**config.mk**
```make
export PLATFORM = sky130hd
export DESIGN_NAME = id_ex_stage
export DESIGN_NICKNAME = d
export VERILOG_FILES = /design/src/rtl/id_ex_stage.sv
export SDC_FILE = /design/constraint.sdc
export NUM_CORES = 1
export LEC_CHECK = 0
export ABC_AREA = 0
export ABC_CLOCK_PERIOD_IN_PS = 2750
export BUFFER_PORTS_ARGS = -buffer_cell sky130_fd_sc_hd__buf_2
export CAP_MARGIN = 20
export CELL_PAD_IN_SITES_DETAIL_PLACEMENT = 2
export CELL_PAD_IN_SITES_GLOBAL_PLACEMENT = 2
export CORE_UTILIZATION = 26
export CTS_BUF_LIST = sky130_fd_sc_hd__clkbuf_8
export CTS_CLUSTER_SIZE = 28
export DETAILED_ROUTE_END_ITERATION = 12
export GPL_TIMING_DRIVEN = 0
export HOLD_SLACK_MARGIN = 0.15
export PLACE_DENSITY = 0.86
export SLEW_MARGIN = 20
export SYNTH_ARGS = -nofsm -noshare
export SYNTH_HDL_FRONTEND = slang
export SYNTH_SLANG_ARGS = --single-unit
```
**constraint.sdc**
```tcl
create_clock -name clk -period 2.75 [get_ports clk]
set_input_delay 0 -clock clk [delete_from_list [all_inputs] [get_ports clk]]
set_output_delay 0 -clock clk [all_outputs]
set_load 0.01 [all_outputs]
```
**src/rtl/id_ex_stage.sv**
```systemverilog
// ID/EX pipeline register: captures decoded operands and control, detects
// load-use hazards, applies forwarding selects and counts stall cycles.
module id_ex_stage #(
  parameter int DATA_W = 16,
  parameter int REG_AW = 4,
  parameter int CNT_W  = 16
) (
  input  logic              clk,
  input  logic              rst_n,
  input  logic              id_valid,
  input  logic [REG_AW-1:0] id_op1_addr,
  input  logic [REG_AW-1:0] id_op2_addr,
  input  logic [DATA_W-1:0] id_op1_data,
  input  logic [DATA_W-1:0] id_op2_data,
  input  logic [DATA_W-1:0] id_imm,
  input  logic              id_use_imm,
  input  logic [3:0]        id_alu_op,
  input  logic              id_reg_write,
  input  logic              id_mem_read,
  input  logic              id_mem_write,
  input  logic              branch_flush,
  input  logic [1:0]        forward_a,
  input  logic [1:0]        forward_b,
  input  logic [DATA_W-1:0] ex_mem_result,
  input  logic [DATA_W-1:0] mem_wb_result,
  output logic              stall,
  output logic              ex_valid,
  output logic [REG_AW-1:0] ex_op1_addr,
  output logic [REG_AW-1:0] ex_op2_addr,
  output logic [3:0]        ex_alu_op,
  output logic              ex_reg_write,
  output logic              ex_mem_read,
  output logic              ex_mem_write,
  output logic [DATA_W-1:0] ex_alu_a,
  output logic [DATA_W-1:0] ex_alu_b,
  output logic [DATA_W-1:0] ex_store_data,
  output logic [CNT_W-1:0]  stall_count
);

  logic              valid_r;
  logic [REG_AW-1:0] op1_addr_r;
  logic [REG_AW-1:0] op2_addr_r;
  logic [DATA_W-1:0] op1_data_r;
  logic [DATA_W-1:0] op2_data_r;
  logic [DATA_W-1:0] imm_r;
  logic              use_imm_r;
  logic [3:0]        alu_op_r;
  logic              reg_write_r;
  logic              mem_read_r;
  logic              mem_write_r;
  logic [CNT_W-1:0]  stall_count_r;

  logic              haz_s;
  logic              stall_s;
  logic [DATA_W-1:0] fwd_a_s;
  logic [DATA_W-1:0] fwd_b_s;

  // Load-use hazard detection and forwarding muxes; outputs held at zero in reset.
  always_comb begin
    haz_s   = 1'b0;
    stall_s = 1'b0;
    fwd_a_s = {DATA_W{1'b0}};
    fwd_b_s = {DATA_W{1'b0}};
    if (valid_r && mem_read_r && id_valid && (op1_addr_r != {REG_AW{1'b0}}) &&
        ((op1_addr_r == id_op1_addr) || (op1_addr_r == id_op2_addr))) begin
      haz_s = 1'b1;
    end else begin
      haz_s = 1'b0;
    end
    stall_s = rst_n & haz_s & ~branch_flush;
    case (forward_a)
      2'b10:   fwd_a_s = ex_mem_result;
      2'b01:   fwd_a_s = mem_wb_result;
      default: fwd_a_s = op1_data_r;
    endcase
    case (forward_b)
      2'b10:   fwd_b_s = ex_mem_result;
      2'b01:   fwd_b_s = mem_wb_result;
      default: fwd_b_s = op2_data_r;
    endcase
    if (!rst_n) begin
      fwd_a_s = {DATA_W{1'b0}};
      fwd_b_s = {DATA_W{1'b0}};
    end else begin
      fwd_a_s = fwd_a_s;
      fwd_b_s = fwd_b_s;
    end
  end

  // Pipeline register: reset, then flush/stall bubble, then normal capture.
  always_ff @(posedge clk) begin
    if (!rst_n || branch_flush || stall_s) begin
      valid_r     <= 1'b0;
      op1_addr_r  <= {REG_AW{1'b0}};
      op2_addr_r  <= {REG_AW{1'b0}};
      op1_data_r  <= {DATA_W{1'b0}};
      op2_data_r  <= {DATA_W{1'b0}};
      imm_r       <= {DATA_W{1'b0}};
      use_imm_r   <= 1'b0;
      alu_op_r    <= 4'h0;
      reg_write_r <= 1'b0;
      mem_read_r  <= 1'b0;
      mem_write_r <= 1'b0;
    end else begin
      valid_r     <= id_valid;
      op1_addr_r  <= id_op1_addr;
      op2_addr_r  <= id_op2_addr;
      op1_data_r  <= id_op1_data;
      op2_data_r  <= id_op2_data;
      imm_r       <= id_imm;
      use_imm_r   <= id_use_imm;
      alu_op_r    <= id_alu_op;
      reg_write_r <= id_valid & id_reg_write;
      mem_read_r  <= id_valid & id_mem_read;
      mem_write_r <= id_valid & id_mem_write;
    end
  end

  // Saturating stall-cycle counter, cleared only by reset.
  always_ff @(posedge clk) begin
    if (!rst_n) begin
      stall_count_r <= {CNT_W{1'b0}};
    end else if (stall_s && (stall_count_r != {CNT_W{1'b1}})) begin
      stall_count_r <= stall_count_r + {{(CNT_W-1){1'b0}}, 1'b1};
    end else begin
      stall_count_r <= stall_count_r;
    end
  end

  assign stall         = stall_s;
  assign ex_valid      = valid_r;
  assign ex_op1_addr   = op1_addr_r;
  assign ex_op2_addr   = op2_addr_r;
  assign ex_alu_op     = alu_op_r;
  assign ex_reg_write  = reg_write_r & valid_r;
  assign ex_mem_read   = mem_read_r & valid_r;
  assign ex_mem_write  = mem_write_r & valid_r;
  assign ex_alu_a      = fwd_a_s;
  assign ex_alu_b      = use_imm_r ? imm_r : fwd_b_s;
  assign ex_store_data = fwd_b_s;
  assign stall_count   = stall_count_r;

endmodule

```
==> impl_metrics.tcl <==
set metrics [dict create \
    ir_drop_mv 0.329 \
    start_util 0.266 \
    cts_resized 0 \
    met3_length_um 822 \
    cts_hold_buf 69 \
    drcViolationCount 0 \
    ant_nets 0 \
    grt_pass1_vias 4823 \
    firstDrtPassIters 4 \
    crit_family "buffers and inverters" \
    fillerInstances 1560 \
    reg2reg_slack_ns 0.12 \
    status "finished, final reports clean" \
    cts_root_buf "clkbuf_8" \
    post-route-period-util 0.955 \
    fp.coreArea_um2 13800 \
    wl_um 18700 \
    first_iter_violations 125 \
    hold_end "imm_r[13]$_SDFF_PP0_" \
    yosys.area_share.adder 0.0170 \
    maxCapViolations 0 \
    worst-path-buf-inv 3 \
    grt_max_degree 16 \
    min_from "branch_flush" \
    syn_area_um2 3680 \
    fin_util 0.414 \
    synth_mux_area_frac 0.0599 \
    synth_seq_cells 81 \
    grt_pass1_wl_um 27800 \
    synth_commonest_cells "dfxtp_1, and2_1, nor2_1" \
    dpl.cell_count 777 \
    worst_r2r_endpoint "mem_write_r$_SDFF_PP0_" \
    place_congestion 0.821 \
    crit_path_start_kind "flop" \
    synth-simple-area-share 0.276 \
    synth_most_common_cell "dfxtp_1" \
    highest_layer "met4" \
    reg2reg_depth 8 \
    critPathMaxStageDelay_ns 0.56 \
    multi_input_area_um2 1890 \
    cts_tree "done" \
    crit_path_end_kind "flop" \
    synthFlopType "dfxtp_1" \
    avgRoutedWirePerCell_um 21.5 \
    h-tree-depth 3 \
    die_area_um2 14600 \
    nNetsFinal 786 \
    hold_path.class "in2reg" \
    p_per_area_nw_per_um2 475 \
    synth_top_family_by_area "simple AND/OR/NAND/NOR gates" \
    crit_slowest_cell "dlygate4sd3_1" \
    port_buffers 184 \
    clkTransAtPathRegs_ns 0.10 \
    yosysWarnings 0 \
    die_w_um 121 \
    path_cells "xor2_1 -> nor4_1 -> o211ai_1 -> inv_1 -> nor3_1 -> buf_2 -> and3_1 -> dlygate4sd3_1" \
    dr_wl_met2_um 10100 \
    worst_pin_slew_ns 0.612 \
    clock_path_buffers 2 \
    die_h_um 121 \
    grt_overflow 0 \
    setup_viol 0 \
    seq_area_um2 1620 \
    stdcell_count 868 \
    yosys.area.top_type "dfxtp_1" \
    synthTopCellsByArea "dfxtp_1, and2_1, mux2_2, a221oi_1, nor2_1" \
    power_mw 2.72 \
    cts_buffers 9 \
    holdPathStages 4 \
    cp.required_ns 3.09 \
    syn_inst 413 \
    synthXorXnorAreaFrac 0.0191 \
    setup-tns-final_ns 0 \
    ys_async_sr_fraction 0 \
    wl_met1_um 6710 \
    slew_viol_final 0 \
    clock_skew_ns 0.0114 \
    synth_edf_count 0 \
    p_leak_nw 2.64 \
    slew_headroom 0.592 \
    via_count 4303 \
    grt_util_all_layers 0.259 \
    worstSkewPairLatency_ns 0.39 \
    drive_gt1_frac 0.330 \
    clkSinkCount 81 \
    syn_nets 522 \
    antenna_found_initial 5 \
    post_synth.cell_area_avg_um2 8.90 \
    postCtsSetupRepairBufs 0 \
    io_pins 185 \
    rsz0062_at_grt "no" \
    crit_fanout 10 \
    synthToLayoutAreaGrowth_pct 55.9 \
    r2r-start "ex_op1_addr[0]$_SDFF_PP0_" \
    arrival_ns 2.97 \
    crit_type "reg2reg" \
    seq_area_frac_synth 0.441 \
    dp_hpwl_um 11700 \
    finalCriticalPeriod_ns 2.63 \
    synth_cell_types 39 \
    max_freq_mhz 381 \
    synth-compound-area-share 0.143 \
    fp-row-count 43 \
    hold_viol 0 \
    viasPerCell 4.96 \
    yosysTopAreaCellShare 0.441 \
]
[cell families (layout without fill, tap and decap cells)]
kind of cell    after synthesis  count (layout)
fa+ha+maj                     5               5
mux                          20              20
simple gates                180             180
buf+inv                      42             311
xor+xnor                      8               8
flops                        81              81
compound gates               77              77
other cells                   0               6
[state kept, by name, indices dropped and copies added (netlist names)]
name         cells
ex_alu_op        4
ex_op1_addr      4
ex_op2_addr      4
ex_valid         1
imm_r           16
mem_read_r       1
mem_write_r      1
op1_data_r      16
op2_data_r      16
reg_write_r      1
stall_count     16
use_imm_r        1
[through the flow]
step                      hold WS [ns]  cell area [um2]  worst slack, ns
after floorplan                  0.122             3680            0.668
after global placement           0.199             4820            0.562
after detailed placement         0.206             4820            0.459
after CTS                        0.153             5710            0.372
after global routing             0.164             5730           0.0696
final                            0.164             5730            0.122
[cell type report]
type	instances	share of cell area
diodes	6	0.00262
plain buffers	33	0.0225
clock buffers	9	0.0216
clock inverters	7	0.0135
inverters	9	0.00590
multi-input cells	290	0.330
flip-flops and latches	81	0.283
well taps	180	0.0393
repair buffers	253	0.281
[how the worst max path moves through the flow]
stage	startpoint	to	slack (ns)	depth (start not counted)
2_1_floorplan	stall_count[0]$_SDFFE_PN0P_	stall_count[14]$_SDFFE_PN0P_	0.67	6
4_1_cts	ex_op1_addr[0]$_SDFF_PP0_	mem_read_r$_SDFF_PP0_	0.37	8
3_5_place_dp	ex_op1_addr[0]$_SDFF_PP0_	ex_op1_addr[0]$_SDFF_PP0_	0.46	8
3_3_place_gp	ex_op1_addr[2]$_SDFF_PP0_	op1_data_r[15]$_SDFF_PP0_	0.56	8
5_1_grt	ex_op1_addr[0]$_SDFF_PP0_	mem_write_r$_SDFF_PP0_	0.07	8
6_report	ex_op1_addr[0]$_SDFF_PP0_	mem_write_r$_SDFF_PP0_	0.12	8
[metal layers]
layer  vias to the layer above  global-route usage
met5                         -                   0
met4                         0               0.167
met3                        66              0.0559
met2                       178               0.489
met1                      2078               0.254
li1                       1981                   -
[cell usage in the layout (no fill, tap or decap), drive strengths merged]
cell and count:
buf 191, dfxtp 81, dlygate4sd3 69, and2 65, nor2 35, clkbuf 35
a21oi 25, nor3 19, a22oi 16, nor2b 16, a221oi 16, mux2 16
inv 13, nand2 9, xor2 8, o21ai 8, or3 7, diode 6
nor4 6, nand3 6, ha 5, or4 5, and3 4, mux2i 4
o31ai 3, o2111ai 3, nand4 3, o211ai 2, nand2b 2, clkinv 2
nor4b 2, o211a 1, or2 1, o41ai 1, o31a 1, o21a 1
bufinv 1
[power by group]
part | switching [mW] | internal, mW | leakage [nW]
registers | 0.0170 | 1.21 | 0.663
clock network | 0.517 | 0.429 | 0.106
logic | 0.291 | 0.256 | 1.87
total | 0.824 | 1.90 | 2.64
[tightest hold or removal path: cells and delay by family]
family | cells | cell delay [ns]
simple gates | 2 | 0.24
buf+inv | 2 | 0.28
Power figures use the tool's default switching activity.
